File: src/rtl/instruction_fetch.sv
// Fetch stage: program counter, instruction memory addressing and the IF/ID
// output register with a valid/ready handshake toward decode. Branch/jump
// redirects from execute flush the output register; a misaligned redirect
// target locks the stage in FAULT until reset.
module instruction_fetch #(
    parameter int unsigned ADDR_WIDTH = 5,
    parameter logic [31:0] RESET_PC   = 32'h00000000
) (
    input  logic                  clk,
    input  logic                  rst_n,
    output logic [ADDR_WIDTH-1:0] imem_addr,
    input  logic [31:0]           imem_data,
    input  logic                  redirect_valid,
    input  logic [31:0]           redirect_pc,
    output logic                  if_valid,
    input  logic                  if_ready,
    output logic [31:0]           if_instr,
    output logic [31:0]           if_pc,
    output logic [31:0]           if_pc_plus4,
    output logic                  fetch_fault,
    output logic [31:0]           fetch_count
);

    localparam logic [31:0] NOP = 32'h00000013;

    typedef enum logic {
        RUN   = 1'b0,
        FAULT = 1'b1
    } state_t;

    state_t      state;
    logic [31:0] pc;
    logic        in_range;
    logic        load;
    logic [31:0] fetched;

    // Memory is addressed from the registered pc only, so redirect_pc never
    // reaches imem_addr combinationally.
    assign imem_addr = pc[ADDR_WIDTH+1:2];

    // Any pc bit above the mapped region means the word is outside memory;
    // such addresses return a NOP instead of aliasing back into the array.
    assign in_range = (pc >> (ADDR_WIDTH + 2)) == '0;
    assign fetched  = in_range ? imem_data : NOP;

    assign load = (state == RUN) && (!if_valid || if_ready);

    // Fetch state machine: pc, IF/ID register, fault flag.
    always_ff @(posedge clk or negedge rst_n) begin
        if (!rst_n) begin
            state       <= RUN;
            pc          <= RESET_PC;
            if_valid    <= 1'b0;
            if_instr    <= NOP;
            if_pc       <= RESET_PC;
            if_pc_plus4 <= RESET_PC + 32'd4;
            fetch_fault <= 1'b0;
        end else begin
            case (state)
                RUN: begin
                    if (redirect_valid) begin
                        if_valid <= 1'b0;
                        if (redirect_pc[1:0] == 2'b00) begin
                            pc <= redirect_pc;
                        end else begin
                            state       <= FAULT;
                            fetch_fault <= 1'b1;
                        end
                    end else if (load) begin
                        if_instr    <= fetched;
                        if_pc       <= pc;
                        if_pc_plus4 <= pc + 32'd4;
                        if_valid    <= 1'b1;
                        pc          <= pc + 32'd4;
                    end
                end
                FAULT: begin
                    if_valid    <= 1'b0;
                    fetch_fault <= 1'b1;
                end
                default: begin
                    state <= FAULT;
                end
            endcase
        end
    end

    // Handshake counter; counts even when a redirect flushes the same cycle,
    // since decode has already taken the word.
    always_ff @(posedge clk or negedge rst_n) begin
        if (!rst_n) begin
            fetch_count <= '0;
        end else if (if_valid && if_ready) begin
            fetch_count <= fetch_count + 32'd1;
        end
    end

endmodule

File: config.mk
export PLATFORM = sky130hd
export DESIGN_NAME = instruction_fetch
export DESIGN_NICKNAME = d
export VERILOG_FILES = /design/src/rtl/instruction_fetch.sv
export SDC_FILE = /design/constraint.sdc
export NUM_CORES = 1
export LEC_CHECK = 0
export ABC_CLOCK_PERIOD_IN_PS = 2050
export CAP_MARGIN = 10
export CELL_PAD_IN_SITES_DETAIL_PLACEMENT = 0
export CELL_PAD_IN_SITES_GLOBAL_PLACEMENT = 2
export CORE_MARGIN = 2
export CORE_UTILIZATION = 35
export DETAILED_ROUTE_END_ITERATION = 8
export DONT_BUFFER_PORTS = 1
export PLACE_DENSITY = 0.8
export SLEW_MARGIN = 20
export SYNTH_ARGS = -nofsm -noshare
export SYNTH_HDL_FRONTEND = slang
export SYNTH_SLANG_ARGS = --single-unit
File: constraint.sdc
create_clock -name clk -period 2.05 [get_ports clk]
set_input_delay 0.41 -clock clk [delete_from_list [all_inputs] [get_ports clk]]
set_output_delay 0.41 -clock clk [all_outputs]
set_load 0.01 [all_outputs]
## Word level (Yosys, flattened, before mapping)

Index checks and enable logic that the tools add are counted.

| operators by class | value |
|---|---|
| divide/modulo/power cells | 0 |
| $mul | 0 |
| reduce and logical (&&, ||, !) cells | 10 |
| add/subtract/negate cells | 2 |
| shift operators | 0 |
| order comparisons | 0 |
| equality and inequality tests | 4 |
| multiplexer cells | 13 |
| bitwise gates (word level) | 2 |

Operators by type and width:

| kind | count |
|---|---|
| $mux 32 | 4 |
| $add 32x1->32 const B | 1 |
| $add 32x3->32 const B | 1 |
| $logic_not 32->1 | 1 |
| $mux 1 | 7 |
| $reduce_and 3->1 | 2 |
| $ne 2x2->1 const B | 2 |
| $pmux 1 s2 | 2 |
| $ne 3x3->1 const B | 1 |
| $logic_and 1x1->1 | 2 |
| $logic_not 2->1 | 1 |
| $ne 2x1->1 const B | 1 |
| $not 1->1 | 2 |
| $reduce_and 2->1 | 1 |
| $reduce_bool 2->1 | 1 |
| $logic_not 1->1 | 1 |
| $logic_or 1x1->1 | 1 |

| storage, ports and cells | value |
|---|---|
| bits in latches | 0 |
| register bits after elaboration | 163 |
| bits in writable memories | 0 |
| memories | 0 |
| input port bits | 68 |
| bits in read-only memories | 0 |

## Depth between registers and ports, before layout

Gate-level depths: netlist of the first run.

| logic depth | value |
|---|---|
| depth in word-level cells | 6 |
| mapped depth | 7 |
| gate-level depth less buffers | 6 |

## Worst setup path before layout of the first run

No wires, ideal clock.

| timing path | value |
|---|---|
| path type | register -> register |
| start | register pc[2] |
| end | register pc[24] |
| clock period less this slack | 1.953 ns |
| library setup time | 0.126 ns |
| arrival | 1.827 ns |
| stages on the path, launching flop included | 7 |
| slack | 0.097 ns |
| path through | dfrtp_1 ha_1 nand3_1 nor4_4 buf_2 nand2_1 a311o_1 |

| between the ends | value |
|---|---|
| word-level cells in the longest chain between the ends | 3 |

RTL lines:

| item | RTL line | RTL |
|---|---|---|
| from (decl) | 32 | `logic [31:0] pc;` |
| from (signal assigned) | 64 | `pc <= redirect_pc;` |
| from (signal assigned) | 74 | `pc <= pc + 32'd4;` |
| $add 32x3->32 | 74 |  |
| $mux 32 | 69 | `end else if (load) begin` |
| $mux 32 | 61 | `if (redirect_valid) begin` |

No other way between the ends. The select of a mux whose other input is x is not followed.
A chain may end at the register's enable or synchronous reset.

## Worst setup path in the final report of the first run

| timing path | value |
|---|---|
| start | register pc[2] |
| end | register pc[26] |

Same word-level chain as after synthesis.

==> summary.md, run 1 <==
| Metric | Value |
|---|---|
| Post-detailed-route DRC marker count | 0 |
| Post-Layout Cell Count | 1,007 |
| Pre-CTS setup slack | -0.0817 ns |
| First-pass GRT wire length | 30,600 um |
| Final min period | 1.91 ns |
| Kind of cell with the highest combined delay on the critical path | simple AND/OR/NAND/NOR gates |
| Reg-to-reg endpoint | pc[26] |
| Clk root buf | sky130_fd_sc_hd__clkbuf_16 |
| Average wire per cell in the routed design | 19.3 um |
| Most frequent cell after synthesis | sky130_fd_sc_hd__nand2_1 |
| Worst min-delay path class | primary input to async pin |
| Die height | 148 um |
| Outcome | finished with violations |
| Number of DRC violations after detailed-routing iteration 0 | 314 |
| Setup slack after layout | 0.139 ns |
| Data arrival time of the critical path | 2.27 ns |
| Number of instances in the synthesized netlist | 721 |
| Max-Cap Viols | 0 |
| Yosys top cell by area | sky130_fd_sc_hd__dfrtp_1 |
| GP Congestion | 0.788 |
| Die footprint | 21,900 um2 |
| Final total negative setup slack | 0 ns |
| Fraction of layout instances using a drive strength above 1 | 12.9% |
| RSZ-0062 raised after global routing | no |
| Clock tree from TritonCTS | built |
| Synthesized area per cell | 10.1 um2 |
| Total area of multi-input combinational cells | 2950 um2 |
| Most used cell along the critical path | sky130_fd_sc_hd__nand4_1 |
| Vias per Instance | 5.39 |
| Req. time, crit path | 2.41 ns |
| Ratio of total power to cell area | 943 nW/um2 |
| Syn Nets | 791 |
| Relative contribution of the clock network to total power | 39.6% |
| Max stage delay on crit path | 0.36 ns |
| Chip width | 148 um |
| Proportion of synthesized chip area in sequential cells | 55.6% |
| Reg2Reg Setup Slack | 0.14 ns |
| Max-slew headroom at the worst pin | 71.6% |
| Proportion of power drawn by flip-flops and latches | 51.5% |
| CP cell instances | ha_1, nand3_1, nor4_4, buf_12, nand4_1, or3_1, nand4_1 |
| Most used flip-flop cell after synthesis | sky130_fd_sc_hd__dfrtp_1 |
| Total length of routed wires | 19,400 um |
| Fillcell total | 1,971 |
| Post-route clock skew | 0.00868 ns |
| Worst supply voltage drop on vdd | 0.455 mV |
| Total number of vias | 5,428 |
| Maximum number of buffers from clock root to sink | 2 |
| Proportion of netlist area held by the largest area contributor | 54.1% |
| Final setup vio count | 0 |
| Effective utilization at floorplan | 35.7% |
| I/O pins | 203 |
| Gr usage total | 18.0% |
| Clock sink total | 161 |
| Total internal power | 5.62 mW |
| Type of element capturing the critical path | register |
| Type of the worst setup path | register to register |
| Worst-path fanout max | 14 |
| Number of synthesized register bits | 161 |
| R2R cell count | 7 |
| Num CTS Buffers | 17 |
| Synth cell types | 54 |
| Routed Antenna Nets | 0 |
| Switching Fraction | 28.3% |
| Startpoint type of the worst setup path | register |
| Pin count of the biggest net entering global routing | 162 |
| PortBufs | 0 |
| EDFF count, synth | 0 |
| Cells after DPL | 973 |
| Layout-stage area growth over the synthesis result | 14.6% |
| Remaining Overflow, GRT | 0 |
| Final-report hold violation count | 161 |
| Fraction of registers with async set or reset after synthesis | 100% |
| Worst reg2reg path startpoint | pc[2] |
| Least-Margin Pin Slew | 0.426 ns |
| Violated checks | negative hold slack |
| Min Hold Slack | -0.325 ns |
| Leakage power total | 3.74 nW |
| Post-detailed-placement cell area | 7710 um2 |
| Worst-Skew Late Latency | 0.42 ns |
| Antenna violations before repair | 2 |
| Core area | 20,300 um2 |
| Row count | 52 |
| Logic gate share of total power | 8.9% |
| YS warnings | 0 |
| Cell types with the largest area share after synthesis | sky130_fd_sc_hd__dfrtp_1 (54%), sky130_fd_sc_hd__nand2_1 (8.3%), sky130_fd_sc_hd__xnor2_1 (4.0%), sky130_fd_sc_hd__a22o_1 (3.7%), sky130_fd_sc_hd__o21ai_0 (3.7%) |
| Final count of pins violating max slew | 0 |
| Total Nets Final | 792 |
| Detail Placement HPWL | 13,700 um |
| Most frequent cells after synthesis | sky130_fd_sc_hd__nand2_1 (161), sky130_fd_sc_hd__dfrtp_1 (157), sky130_fd_sc_hd__o21ai_0 (53) |
| Area taken by flip-flops and latches | 4040 um2 |
| Slowest cell on crit path | sky130_fd_sc_hd__dfrtp_1 |
| Clock-pin slew on the worst setup and hold paths | 0.07 ns |
| Sw power | 2.22 mW |
| Max Fclk | 523 MHz |
| H-tree levels | 4 |
| Final Instance Area | 8320 um2 |
| Detailed-router iteration count before antenna repair | 5 |
| Critical path buffer and inverter count | 1 |
| Netlist area before placement | 7260 um2 |
| Vias in the first global route | 5,318 |
| Fraction of the cycle the final worst path needs | 93.2% |
flip-flops by register name, indices dropped and copies added (netlist names):
register,count
fetch_count,32
if_instr,32
if_pc,32
pc,32
if_pc_plus4,30
fetch_fault,1
if_valid,1
state,1
area by class of cell:
type                    instances  area share (%)
flip-flops and latches        161            48.6
multi-input cells             495            35.4
clock buffers                  19            5.45
repair buffers                 39            4.57
well taps                     270            4.06
clock inverters                13            1.49
inverters                       8           0.361
diodes                          2          0.0602
kinds of logic after synthesis:
logic type	after synthesis	share of synthesized area, %
flip-flops	161	55.6
AND/OR/NAND/NOR	294	19.8
adder cells (fa/ha/maj)	2	0.345
XOR/XNOR	59	7.12
multiplexers	2	0.293
buffers and inverters	65	4.35
AO/OA/AOI/OAI	138	12.5
worst max path at each step:
| stage | from | slack, ns | cells past startpoint | end |
|---|---|---|---|---|
| floorplan | pc[2] | 0.1 | 6 | pc[24] |
| global placement | pc[9] | 0.01 | 6 | if_instr[10] |
| detailed placement | pc[9] | -0.08 | 6 | if_instr[6] |
| CTS | pc[9] | 0.02 | 6 | if_instr[24] |
| global route | pc[14] | 0.03 | 6 | if_pc_plus4[31] |
| finish | pc[2] | 0.14 | 7 | pc[26] |
cell usage in the layout, fill, tap and decap left out, types with 9 or more instances in the layout:
master,n
sky130_fd_sc_hd__buf_4,32
sky130_fd_sc_hd__xnor2_1,33
sky130_fd_sc_hd__a21oi_1,16
sky130_fd_sc_hd__xor2_1,26
sky130_fd_sc_hd__and3_1,10
sky130_fd_sc_hd__nand4_1,21
sky130_fd_sc_hd__nand2_1,161
sky130_fd_sc_hd__dfrtp_1,152
sky130_fd_sc_hd__nor2_1,20
sky130_fd_sc_hd__nand3_1,28
sky130_fd_sc_hd__nor3_1,9
sky130_fd_sc_hd__o21ai_0,53
sky130_fd_sc_hd__clkbuf_16,17
sky130_fd_sc_hd__a22o_1,31
stage by stage:
step           util (%)  total power [mW]  hold WS (ns)
2_1_floorplan         -              4.49         0.114
3_3_place_gp       38.0              4.76         0.123
3_5_place_dp       38.0              4.79         0.123
4_1_cts            40.9              7.94        -0.335
5_1_grt            41.0              8.23        -0.349
6_report           41.0              7.84        -0.325
what timing repair did:
action | 4_1_cts | 5_1_grt
resized for setup | 2 | 5
hold endpoints to repair | 161 | 161
setup endpoints to repair | 32 | 30
buffers inserted | 0 | 0
pin swaps | 0 | 1
metal layers:
| layer | up-vias | track usage, % | wire (um) |
|---|---|---|---|
| li1 | 2512 | - | - |
| met1 | 2640 | 24.4 | 8590 |
| met2 | 242 | 25.3 | 8420 |
| met3 | 34 | 8.02 | 2040 |
| met4 | 0 | 7.14 | 400 |
| met5 | - | 0 | 0 |
power groups by stage:
stage / Clock, mW / Combinational, mW / Sequential (mW)
2_1_floorplan: 0 / 0.556 / 3.94
3_3_place_gp: 0 / 0.676 / 4.08
3_5_place_dp: 0 / 0.698 / 4.09
4_1_cts: 3.19 / 0.704 / 4.04
5_1_grt: 3.34 / 0.804 / 4.09
6_report: 3.11 / 0.702 / 4.03
Power figures use the tool's default switching activity.
==> inputs of run 2 (changes only) <==
--- a/config.mk
+++ b/config.mk
@@ -14,6 +14,7 @@
 export DETAILED_ROUTE_END_ITERATION = 8
 export DONT_BUFFER_PORTS = 1
 export PLACE_DENSITY = 0.8
+export REMOVE_ABC_BUFFERS = 1
 export SLEW_MARGIN = 20
 export SYNTH_ARGS = -nofsm -noshare
 export SYNTH_HDL_FRONTEND = slang
==> run 2 against run 1 <==
The flow still finishes with violations (negative hold slack). Worst setup slack gained 0.038 ns. Design area down 0.23%. Sequential cell count did not move. Clock-buffer cell count rose by 1. Critical path depth is 1 lower. Critical endpoint is now pc[28].
==> summary.md, run 2 (synthesis gave the netlist of run 1 again) <==
| Metric | Value |
|---|---|
| Area taken by flip-flops and latches | 4030 um2 (was 4040 um2) |
| Outcome | finished with violations (unchanged) |
| Layout-stage area growth over the synthesis result | 14.4% (was 14.6%) |
| Most frequent standard cell in the layout excluding fill and tap cells | sky130_fd_sc_hd__nand2_1 (unchanged) |
| RSZ-0062 raised after global routing | no (unchanged) |
| Die height | 148 um (unchanged) |
| Number of DRC violations after detailed-routing iteration 0 | 208 (was 314) |
| Fraction of the cycle the final worst path needs | 91.4% (was 93.2%) |
| Gr usage total | 17.3% (was 18.0%) |
| Least-Margin Pin Slew | 0.443 ns (was 0.426 ns) |
| Final-report hold violation count | 161 (unchanged) |
| Pin count of the biggest net entering global routing | 162 (unchanged) |
| Data arrival time of the critical path | 2.23 ns (was 2.27 ns) |
| Chip width | 148 um (unchanged) |
| GP Congestion | 0.778 (was 0.788) |
| Vias per Instance | 5.29 (was 5.39) |
| Startpoint type of the worst setup path | register (unchanged) |
| Pre-CTS setup slack | 0.0545 ns (was -0.0817 ns) |
| Total area of multi-input combinational cells | 2950 um2 (about the same) |
| Total number of vias | 5,342 (was 5,428) |
| Worst supply voltage drop on vdd | 0.452 mV (was 0.455 mV) |
| Effective utilization at floorplan | 35.7% (unchanged) |
| Clock-pin slew on the worst setup and hold paths | 0.07 ns (about the same) |
| H-tree levels | 4 (unchanged) |
| Min Hold Slack | -0.315 ns (was -0.325 ns) |
| Post-detailed-route DRC marker count | 0 (unchanged) |
| Clock tree from TritonCTS | built (unchanged) |
| Setup slack after layout | 0.176 ns (was 0.139 ns) |
| Fraction of layout instances using a drive strength above 1 | 12.8% (was 12.9%) |
| Highest-count cells in the layout ignoring fill and taps | sky130_fd_sc_hd__nand2_1 (161), sky130_fd_sc_hd__dfrtp_1 (157), sky130_fd_sc_hd__o21ai_0 (53) (was sky130_fd_sc_hd__nand2_1 (161), sky130_fd_sc_hd__dfrtp_1 (152), sky130_fd_sc_hd__o21ai_0 (53)) |
| Post-route clock skew | 0.00820 ns (was 0.00868 ns) |
| Die footprint | 21,900 um2 (unchanged) |
| Violated checks | negative hold slack (unchanged) |
| Average wire per cell in the routed design | 18.5 um (was 19.3 um) |
| Post-Layout Cell Count | 1,010 (was 1,007) |
| Detailed-router iteration count before antenna repair | 4 (was 5) |
| Maximum number of buffers from clock root to sink | 2 (unchanged) |
| Final count of pins violating max slew | 0 (unchanged) |
| Vias in the first global route | 5,404 (was 5,318) |
| Num CTS Buffers | 17 (unchanged) |
| Worst min-delay path class | primary input to async pin (unchanged) |
| Clock sink total | 161 (unchanged) |
| Final min period | 1.87 ns (was 1.91 ns) |
| Type of the worst setup path | register to register (unchanged) |
| Row count | 52 (unchanged) |
| Type of element capturing the critical path | register (unchanged) |
| First-pass GRT wire length | 29,700 um (was 30,600 um) |
| Ant. Diodes | 0 (was 2) |
| Ratio of total power to cell area | 941 nW/um2 (was 943 nW/um2) |
| Worst-Skew Late Latency | 0.42 ns (about the same) |
| Req. time, crit path | 2.41 ns (about the same) |
| Remaining Overflow, GRT | 0 (unchanged) |
| Routed Antenna Nets | 0 (unchanged) |
| I/O pins | 203 (unchanged) |
| Cells after DPL | 976 (was 973) |
| Max-slew headroom at the worst pin | 70.3% (was 71.6%) |
| PortBufs | 0 (unchanged) |
| Final setup vio count | 0 (unchanged) |
| Clk root buf | sky130_fd_sc_hd__clkbuf_16 (unchanged) |
| Total Nets Final | 797 (was 792) |
| Fillcell total | 2,013 (was 1,971) |
| Detail Placement HPWL | 12,900 um (was 13,700 um) |
| Antenna violations before repair | 0 (was 2) |
| Max Fclk | 534 MHz (was 523 MHz) |
| Leakage power total | 3.75 nW (was 3.74 nW) |
| Total length of routed wires | 18,700 um (was 19,400 um) |
| Worst-path fanout max | 7 (was 14) |
| Core area | 20,300 um2 (unchanged) |
| Max-Cap Viols | 0 (unchanged) |
==> run 2: layout make-up <==
cell class | count | area share (%)
Multi-Input combinational cell | 495 | 35.5
Inverter | 8 | 0.362
Timing Repair Buffer | 44 | 4.48
Tap cell | 270 | 4.07
Clock buffer | 20 | 5.38
Sequential cell | 161 | 48.6
Clock inverter | 12 | 1.61
==> run 2: final timing paths <==
path	cells after the start	to	slack [ns]	start
max	6	pc[28]	0.18	pc[23]
min	0	fetch_count[7]	-0.32	rst_n
max reg2reg	6	pc[28]	0.18	pc[23]
min reg2reg	2	if_pc[0]	0.47	pc[0]
max in group asynchronous	0	if_instr[1]	2.11	rst_n
min in group clk	2	if_instr[4]	0.07	imem_data[4]
==> run 2: power breakdown <==
group	total [mW]	switching (mW)	internal, mW
Sequential	4.00	0.459	3.54
Clock	3.13	1.29	1.83
Combinational	0.681	0.361	0.320
==> run 2: routing by layer <==
metal  vias to the layer above  track usage [%]  part of all wire [%]
li1                       2512                -                     -
met1                      2639             21.4                    42
met2                       175             27.2                    47
met3                        16             7.50                   9.7
met4                         0             5.62                   1.4
met5                         -                0                     0
==> run 2: timing repair <==
| item | CTS | global route |
|---|---|---|
| buffers inserted | 0 | 2 |
| hold endpoints to repair | 161 | 161 |
| endpoints found under the setup margin | 0 | 38 |
| gates resized for setup | 0 | 4 |
==> run 2: per-stage QoR <==
stage          utilization (%)  total power, mW  hold WS (ns)  area (um2)  setup TNS (ns)
3_3_place_gp              37.9             4.71         0.118        7690               0
5_1_grt                   40.9             8.23        -0.344        8300               0
2_1_floorplan                -             4.42         0.114        6970         -199.49
3_5_place_dp              37.9             4.74         0.118        7690               0
6_report                  40.9             7.81        -0.315        8300               0
4_1_cts                   40.7             7.94        -0.337        8270               0
==> run 2: critical path: stages (launching register included) <==
cell and delay (ns):
sky130_fd_sc_hd__dfrtp_1 0.48, sky130_fd_sc_hd__nand2_1 0.16, sky130_fd_sc_hd__nor4_4 0.36, sky130_fd_sc_hd__buf_4 0.20
sky130_fd_sc_hd__nand4_1 0.18, sky130_fd_sc_hd__or3_1 0.35, sky130_fd_sc_hd__nand3_1 0.07
==> inputs of run 3 (changes only) <==
--- a/config.mk
+++ b/config.mk
@@ -5,15 +5,15 @@
 export SDC_FILE = /design/constraint.sdc
 export NUM_CORES = 1
 export LEC_CHECK = 0
-export ABC_CLOCK_PERIOD_IN_PS = 2050
+export ABC_CLOCK_PERIOD_IN_PS = 2400
 export CAP_MARGIN = 10
 export CELL_PAD_IN_SITES_DETAIL_PLACEMENT = 0
 export CELL_PAD_IN_SITES_GLOBAL_PLACEMENT = 2
 export CORE_MARGIN = 2
-export CORE_UTILIZATION = 35
+export CORE_UTILIZATION = 41
 export DETAILED_ROUTE_END_ITERATION = 8
 export DONT_BUFFER_PORTS = 1
-export PLACE_DENSITY = 0.8
+export PLACE_DENSITY = 0.87
 export REMOVE_ABC_BUFFERS = 1
 export SLEW_MARGIN = 20
 export SYNTH_ARGS = -nofsm -noshare
==> constraint.sdc (replaced) <==
create_clock -name clk -period 2.4 [get_ports clk]
set_input_delay 0.48 -clock clk [delete_from_list [all_inputs] [get_ports clk]]
set_output_delay 0.48 -clock clk [all_outputs]
set_load 0.01 [all_outputs]
==> run 3 against run 2 <==
The flow still finishes with violations (negative hold slack). Register-to-register slack gained 0.05 ns. Routed wire length shrank 3.3%. Global-route usage grew 1.8 points. Worst hold slack gained 0.066 ns. Clock power shrank 4%. Sequential power shrank 13%. Clock skew is essentially flat. Design area shrank 2.5%. Fmax shrank 14%. Highest routed layer unchanged.
==> summary.md, run 3 (synthesis gave the netlist of run 1 again) <==
| Metric | Value |
|---|---|
| Outcome | finished with violations (unchanged) |
| Violated checks | negative hold slack (unchanged) |
| Highest-count cells in the layout ignoring fill and taps | sky130_fd_sc_hd__nand2_1 (161), sky130_fd_sc_hd__dfrtp_1 (157), sky130_fd_sc_hd__o21ai_0 (53) (unchanged) |
| Max-slew headroom at the worst pin | 29.6% (was 70.3%) |
| Chip width | 137 um (was 148 um) |
| Post-layout util | 46.8% (was 40.9%) |
| Worst-path fanout max | 23 (was 7) |
| Fraction of the cycle the final worst path needs | 90.4% (was 91.4%) |
| Average wire per cell in the routed design | 19.2 um (was 18.5 um) |
| Antenna violations before repair | 1 (was 0) |
| Final-report hold violation count | 161 (unchanged) |
| RSZ-0062 raised after global routing | no (unchanged) |
| Post-detailed-route DRC marker count | 0 (unchanged) |
| Least-Margin Pin Slew | 1.06 ns (was 0.443 ns) |
| Core area | 17,300 um2 (was 20,300 um2) |
| Post-detailed-placement cell area | 7430 um2 (was 7690 um2) |
| Layout-stage area growth over the synthesis result | 11.5% (was 14.4%) |
| Met1 Routed Length | 7640 um (was 7860 um) |
| Die height | 137 um (was 148 um) |
| Effective utilization at floorplan | 41.9% (was 35.7%) |
| Clock sink total | 161 (unchanged) |
| Detail Placement HPWL | 12,400 um (was 12,900 um) |
| Final setup vio count | 0 (unchanged) |
| Die footprint | 18,800 um2 (was 21,900 um2) |
| Maximum number of buffers from clock root to sink | 2 (unchanged) |
| Leakage power total | 3.66 nW (was 3.75 nW) |
| Max-Cap Viols | 0 (unchanged) |
| Cts repair resizes | 0 (unchanged) |
| Post-route clock skew | 0.00839 ns (was 0.00820 ns) |
| GP Congestion | 0.784 (was 0.778) |
| Number of DRC violations after detailed-routing iteration 0 | 239 (was 208) |
| Total length of routed wires | 18,100 um (was 18,700 um) |
| Gr usage total | 19.1% (was 17.3%) |
| Topmost layer with routed signal wires | met4 (unchanged) |
| Vias in the first global route | 5,228 (was 5,404) |
| Max Fclk | 461 MHz (was 534 MHz) |
| Post-CTS setup-driven buffer insertion count | 0 (unchanged) |
| Routed wire length on met3 | 1720 um (was 1820 um) |
| Clock tree from TritonCTS | built (unchanged) |
| Total number of vias | 5,246 (was 5,342) |
| Req. time, crit path | 2.73 ns (was 2.41 ns) |
| Clk root buf | sky130_fd_sc_hd__clkbuf_16 (unchanged) |
| Clock-pin slew on the worst setup and hold paths | 0.06 ns (was 0.07 ns) |
| Overall power consumption | 6.95 mW (was 7.81 mW) |
| I/O pins | 203 (unchanged) |
| Pin count of the biggest net entering global routing | 162 (unchanged) |
| Num CTS Buffers | 17 (unchanged) |
| Min Hold Slack | -0.249 ns (was -0.315 ns) |
| Kind of cell with the highest combined delay on the critical path | compound AO/OA/AOI/OAI gates (was simple AND/OR/NAND/NOR gates) |
| H-tree levels | 4 (unchanged) |
| PortBufs | 0 (unchanged) |
| Setup slack after layout | 0.230 ns (was 0.176 ns) |
| Detailed-router iteration count before antenna repair | 4 (unchanged) |
| Most frequent standard cell in the layout excluding fill and tap cells | sky130_fd_sc_hd__nand2_1 (unchanged) |
| Ratio of total power to cell area | 858 nW/um2 (was 941 nW/um2) |
| Slowest cell on crit path | sky130_fd_sc_hd__o31a_1 (was sky130_fd_sc_hd__dfrtp_1) |
| CP cell instances | nor2b_1, o31a_1, buf_4, o21ai_0, o21ai_0 (was nand2_1, nor4_4, buf_4, nand4_1, or3_1, nand3_1) |
| Most used cell along the critical path | sky130_fd_sc_hd__o21ai_0 |
| Fraction of layout instances using a drive strength above 1 | 9.64% (was 12.8%) |
| Critical path buffer and inverter count | 1 (unchanged) |
| Worst supply voltage drop on vdd | 0.478 mV (was 0.452 mV) |
| Final min period | 2.17 ns (was 1.87 ns) |
| Type of element capturing the critical path | register (unchanged) |
| Data arrival time of the critical path | 2.50 ns (was 2.23 ns) |
| Row count | 48 (was 52) |
| Vias per Instance | 5.57 (was 5.29) |
| Remaining Overflow, GRT | 0 (unchanged) |
| Final Instance Area | 8090 um2 (was 8300 um2) |
| Startpoint type of the worst setup path | register (unchanged) |
| Worst-Skew Late Latency | 0.42 ns (about the same) |
| Worst min-delay path class | primary input to async pin (unchanged) |
| Met2 Wirelength | 8480 um (was 8790 um) |
| Total Nets Final | 773 (was 797) |
| Type of the worst setup path | register to register (unchanged) |
| Routed Antenna Nets | 0 (unchanged) |
| Max stage delay on crit path | 0.86 ns (was 0.48 ns) |
| Final count of pins violating max slew | 0 (unchanged) |
| Pre-CTS setup slack | 0.215 ns (was 0.0545 ns) |
| First-pass GRT wire length | 27,900 um (was 29,700 um) |
run 3: cell types whose count changed in the layout (fill, tap and decap cells not counted), moves of 2 or more:
cell                        change
sky130_fd_sc_hd__bufinv_16      +3
sky130_fd_sc_hd__buf_12         -3
sky130_fd_sc_hd__clkinv_2       -2
sky130_fd_sc_hd__buf_4         -20
run 3: where the power goes:
| part | internal [mW] | leakage [nW] | switching, mW | total (mW) |
|---|---|---|---|---|
| clock network | 1.91 | 0.317 | 1.11 | 3.02 |
| logic | 0.218 | 1.29 | 0.234 | 0.452 |
| registers | 3.02 | 2.05 | 0.449 | 3.47 |
run 3: worst register-to-register path, cell delays in order, from the launching register on:
cell and delay (ns):
sky130_fd_sc_hd__dfrtp_1 0.45, sky130_fd_sc_hd__nor2b_1 0.29, sky130_fd_sc_hd__o31a_1 0.86, sky130_fd_sc_hd__buf_4 0.29, sky130_fd_sc_hd__o21ai_0 0.09, sky130_fd_sc_hd__o21ai_0 0.11
run 3: cell type report:
| cell class | instances | area, um2 |
|---|---|---|
| inverters | 8 | 30.0 |
| fillers | 1626 | 9200 |
| clock inverters | 12 | 205 |
| diodes | 1 | 2.50 |
| multi-input cells | 495 | 2930 |
| flip-flops and latches | 161 | 4030 |
| repair buffers | 20 | 150 |
| clock buffers | 20 | 457 |
| well taps | 225 | 282 |
run 3: per-stage QoR:
step           cells  hold WS, ns  TNS, ns
6_report         942       -0.249        0
5_1_grt          942       -0.279        0
4_1_cts          941       -0.269        0
3_5_place_dp     909        0.188        0
3_3_place_gp     909        0.188        0
2_1_floorplan    664        0.184  -160.56
run 3: layer usage:
metal  track usage (%)  vias up
met2              30.0      176
met1              23.7     2583
li1                  -     2468
met5                 0        -
met3              7.56       19
met4              6.93        0
run 3: worst paths after layout:
| kind | from | depth (start not counted) | slack [ns] | endpoint |
|---|---|---|---|---|
| worst max-delay path | if_valid | 5 | 0.23 | pc[8] |
| worst min-delay path | rst_n | 0 | -0.25 | fetch_count[11] |
| worst max register to register | if_valid | 5 | 0.23 | pc[8] |
| worst min register to register | pc[1] | 2 | 0.47 | if_pc[1] |
| max in group asynchronous | rst_n | 0 | 2.42 | if_instr[4] |
| min in group clk | imem_data[4] | 2 | 0.15 | if_instr[4] |
